`src/rtl/ula_seq.sv`:
```
// ula_seq: registered ALU with start/busy/done handshake and multi-cycle shift-add unsigned multiply
module ula_seq #(
  parameter int WIDTH = 8
) (
  input  logic             clk,
  input  logic             rst_n,
  input  logic             start,
  input  logic [2:0]       op,
  input  logic [WIDTH-1:0] a,
  input  logic [WIDTH-1:0] b,
  output logic             busy,
  output logic             done,
  output logic [WIDTH-1:0] s,
  output logic [WIDTH-1:0] s_hi,
  output logic             c,
  output logic             ov,
  output logic             z,
  output logic             n
);
  localparam int CW = $clog2(WIDTH + 1);
  localparam int M = WIDTH - 1;
  typedef enum logic [1:0] {IDLE, RUN, DONE} state_t;
  state_t state, state_nx;
  logic [CW-1:0] cnt;
  logic [WIDTH-1:0] mcand, alu_s;
  logic [2*WIDTH-1:0] acc, acc_nx;
  logic [WIDTH:0] add_w, sub_w, sum;
  logic accept, is_mul, last, alu_c, alu_ov;
  assign accept = start && state != RUN;
  assign is_mul = op == 3'b110;
  assign last = cnt == CW'(1);
  assign add_w = {1'b0, a} + {1'b0, b};
  assign sub_w = {1'b0, a} + {1'b0, ~b} + (WIDTH + 1)'(1);
  // low accumulator half holds the multiplier and drains out as the product shifts in
  assign sum = {1'b0, acc[2*WIDTH-1:WIDTH]} + (acc[0] ? {1'b0, mcand} : '0);
  assign acc_nx = {sum, acc[WIDTH-1:1]};
  always_comb begin
    alu_s = '0;
    alu_c = 1'b0;
    alu_ov = 1'b0;
    case (op)
      3'b000: begin
        alu_s = add_w[M:0];
        alu_c = add_w[WIDTH];
        alu_ov = (a[M] == b[M]) && (add_w[M] != a[M]);
      end
      3'b001: alu_s = a & b;
      3'b010: alu_s = a | b;
      3'b011: alu_s = ~a;
      3'b100: begin
        alu_s = sub_w[M:0];
        alu_c = sub_w[WIDTH];
        alu_ov = (a[M] != b[M]) && (sub_w[M] != a[M]);
      end
      3'b101: alu_s = a ^ b;
      default: ;
    endcase
  end
  always_ff @(posedge clk or negedge rst_n)
    if (!rst_n) state <= IDLE;
    else state <= state_nx;
  always_comb
    state_nx = (state == RUN) ? (last ? DONE : RUN) : (accept ? (is_mul ? RUN : DONE) : IDLE);
  always_comb begin
    busy = state == RUN;
    done = state == DONE;
  end
  always_ff @(posedge clk or negedge rst_n) begin
    if (!rst_n) begin
      mcand <= '0;
      acc <= '0;
      cnt <= '0;
      s <= '0;
      s_hi <= '0;
      c <= 1'b0;
      ov <= 1'b0;
      z <= 1'b0;
      n <= 1'b0;
    end else if (accept && is_mul) begin
      mcand <= a;
      acc <= {{WIDTH{1'b0}}, b};
      cnt <= CW'(WIDTH);
    end else if (accept) begin
      s <= alu_s;
      s_hi <= '0;
      c <= alu_c;
      ov <= alu_ov;
      z <= alu_s == '0;
      n <= alu_s[M];
    end else if (state == RUN) begin
      acc <= acc_nx;
      cnt <= cnt - CW'(1);
      if (last) begin
        s <= acc_nx[M:0];
        s_hi <= acc_nx[2*WIDTH-1:WIDTH];
        c <= |acc_nx[2*WIDTH-1:WIDTH];
        ov <= 1'b0;
        z <= acc_nx == '0;
        n <= acc_nx[2*WIDTH-1];
      end
    end
  end
endmodule

```
`config.mk`:
```
export PLATFORM = sky130hd
export DESIGN_NAME = ula_seq
export DESIGN_NICKNAME = d
export VERILOG_FILES = /design/src/rtl/ula_seq.sv
export SDC_FILE = /design/constraint.sdc
export NUM_CORES = 1
export LEC_CHECK = 0
export ABC_AREA = 0
export BUFFER_PORTS_ARGS = -buffer_cell sky130_fd_sc_hd__buf_4
export CAP_MARGIN = 20
export CORE_AREA = 2 2 106 108
export DETAILED_ROUTE_END_ITERATION = 10
export DIE_AREA = 0 0 108 110
export MAX_ROUTING_LAYER = met4
export PLACE_DENSITY = 0.58
export SLEW_MARGIN = 10
export SYNTH_ARGS = -nofsm -noshare
export SYNTH_HDL_FRONTEND = slang
export SYNTH_SLANG_ARGS = --single-unit
```
`constraint.sdc`:
```
create_clock -name clk -period 2.6 [get_ports clk]
set_input_delay 0.52 -clock clk [delete_from_list [all_inputs] [get_ports clk]]
set_output_delay 0.52 -clock clk [all_outputs]
set_load 0.01 [all_outputs]
```
==> impl_metrics.toml <==
[run_status]
outcome = "complete, but fails checks"
violations = "setup timing"

[timing]
relSlewSlack_pct = 58.1
setup_viol = 2
min_period_ns = 2.73
fin_skew_ns = 0.0134
fin_crit_sh_pct = 105
worst_pin_slew_ns = 0.626
hold_viol_final = 0
holdWs_ns = 0.225
rsz0062_at_grt = "true"
fmax_mhz = 366
final-max-slew-violation-count = 0
worst_slack_ns = -0.130

[synth]
ys.flop_type = "dfrtp_1"
syn_avg_cell_area_sq_um = 8.72
synth-seq-cells = 50
syn_nets = 484
synth-edff-count = 0
syn_area_sq_um = 3700
synthArstFlopShare_pct = 100
synth.distinct_cells = 56
synth_top_area_share_pct = 33.8
synth-seq-area-share_pct = 33.8
yosys.area.top_type = "dfrtp_1"
synthTopCellsByArea = "dfrtp_1 (34%), ha_1 (11%), nand2_1 (5.3%)"
synth_warnings = 0
synth_cells = 425

[drt]
drtIter0Drc = 183
via_per_inst = 5.14
drt_wl_total_mm = 10.7
first_pass_iters = 4
drc_errors = 0
vias = 3524
wire_per_inst_um = 15.6
ant_nets = 0

[critical_path]
endpoint_kind = "flop"
reg2reg_slack_ns = -0.13
crit-reg2reg-capture = "c$_DFFE_PN0P_"
cp.arrival_ns = 2.92
critPathLaunchType = "flop"
worstPathRequired_ns = 2.79
r2r.worst_path.cells = 11
worstSetupStartpoint = "acc[0]$_DFFE_PN0P_"
critPathCapture = "c$_DFFE_PN0P_"
worstPathMaxFanout = 6
path_class = "reg2reg"
r2r-start = "acc[0]$_DFFE_PN0P_"

[cts]
clk_latency_ns = 0.31
cts-root-buf = "clkbuf_8"
postCtsHoldBufs = 0
cts_made_buffers = 5
clockBufferDepth = 2
htreeDepth = 2
path_clk_slew_ns = 0.10
cts_tree = "built"
cts.sinks = 50

[grt]
grt_start_max_net_pins = 51
grt_pass1_wl_mm = 17.4
antenna_found_initial = 0
overflow = 0
grt_usage_pct = 19.1
grt_pass1_vias = 3548

[final_layout]
nets = 604
layout-drive-gt1-share_pct = 35.3
layout_commonest_cell = "buf_4"
postLayoutCellArea_sq_um = 5110
most-common-layout-cells = "buf_4 (133), nand2_1 (51), dfrtp_1 (49)"
synthToLayoutAreaGrowth_pct = 37.9
antenna_cells = 0
fill_cells = 1067

[floorplanning]
ios = 44
die_width_um = 108
die-area_sq_um = 11900
rows = 38
fp.dieH_um = 110
core-area_sq_um = 10700
start_util_pct = 34.6

[placed_design]
dp_hpwl_mm = 8.35
gp_routability_congestion = 0.870
port_buffers = 43
dpl_cell_area_sq_um = 4890

[power]
p_int_uw = 2160
clockPowerShare_pct = 16.3
switching_share_pct = 35.6
switchingPower_uw = 1190
vdd_drop_max_mv = 0.306
seqPwrFrac_pct = 34.9
p_leak_uw = 0.00248
p_comb_share_pct = 48.7
p_total_uw = 3350
p_per_area_nw_per_um2 = 655

[job]
drv_cap = 0

[worst_hold_path]
hold_path.class = "in2async"
## layout make-up
cell class	count	area (sq um)	area share, %
multi-input cells	322	2420	47.3
flip-flops and latches	50	1250	24.5
inverters	31	116	2.28
well taps	140	175	3.43
clock inverters	2	37.5	0.735
repair buffers	135	1040	20.3
clock buffers	6	72.6	1.42
## critical path, cell delays in order (launching register included)
cell	delay, ns
dfrtp_2	0.45
and2_4	0.16
ha_4	0.17
inv_2	0.06
fa_2	0.20
nand2b_4	0.14
a21oi_2	0.06
o311a_1	0.32
o21a_1	0.19
nor2_2	0.09
or4b_4	0.49
a221o_1	0.30
## logic make-up after synthesis
group	Yosys count	share of synthesized area, %
AO/OA/AOI/OAI	113	21.2
flip-flops	50	33.8
AND/OR/NAND/NOR	143	18.2
adder cells (fa/ha/maj)	37	13.1
buffers and inverters	53	5.64
XOR/XNOR	10	2.36
multiplexers	19	5.74
## flip-flops by register name, indices dropped and copies added (netlist names)
register  cells
ov            1
mcand         8
cnt           4
state         2
n             1
s_hi          8
c             1
s             8
acc          16
z             1
## worst min path at each step
| stage | slack, ns | end | depth (start not counted) |
|---|---|---|---|
| 2_1_floorplan | 0.22 | acc[0]$_DFFE_PN0P_ | 0 |
| 3_3_place_gp | 0.47 | s[4]$_DFFE_PN0P_ | 1 |
| 3_5_place_dp | 0.47 | s_hi[3]$_DFFE_PN0P_ | 2 |
| 4_1_cts | 0.24 | state[1]$_DFF_PN0_ | 1 |
| 5_1_grt | 0.27 | cnt[2]$_DFFE_PN0P_ | 1 |
| 6_report | 0.22 | mcand[0]$_DFFE_PN0P_ | 1 |
## layer usage
metal | vias up | track usage (%) | wire length (um)
met5 | - | - | 0
met3 | 6 | 1.88 | 232
met1 | 1715 | 23.9 | 4850
li1 | 1748 | - | -
met2 | 55 | 34.0 | 5530
met4 | 0 | 3.66 | 71
## timing repair
action,CTS,global route
pin swaps,3,4
setup endpoints to repair,2,5
resized for setup,4,13
buffers inserted,3,2
## cells in the mapped netlist, drive strengths merged, types with 3 or more instances
cell,number
nand2,52
dfrtp,50
ha,34
nor2,32
inv,30
o21ai,22
a21oi,19
clkbuf,15
a22oi,14
and2,10
mux2i,10
nand3,10
o22ai,10
mux2,8
nand2b,8
buf,7
nor4,7
xor2,7
a211oi,6
nor2b,6
nor3,6
a21o,5
or2,5
a22o,4
o211ai,4
a2111oi,3
a211o,3
fa,3
o311ai,3
o31ai,3
xnor2,3
## power by group through the flow
| stage | logic (uW) | registers (uW) | clock network, uW |
|---|---|---|---|
| 2_1_floorplan | 820 | 1140 | 0 |
| 3_3_place_gp | 1500 | 1170 | 0 |
| 3_5_place_dp | 1530 | 1170 | 0 |
| 4_1_cts | 1560 | 1160 | 559 |
| 5_1_grt | 1820 | 1200 | 604 |
| 6_report | 1630 | 1170 | 546 |
## per-stage QoR
stage / util (%) / setup slack [ns] / cells / setup TNS, ns
final: 47.8 / -0.130 / 686 / -0.233
after global routing: 47.8 / -0.203 / 686 / -0.453
after CTS: 47.2 / -0.127 / 684 / -0.240
after detailed placement: 45.7 / -0.353 / 673 / -1.46
after global placement: 45.7 / -0.307 / 673 / -1.36
after floorplan: - / -0.0333 / 425 / -0.0333
(Power assumes the default switching activity.)
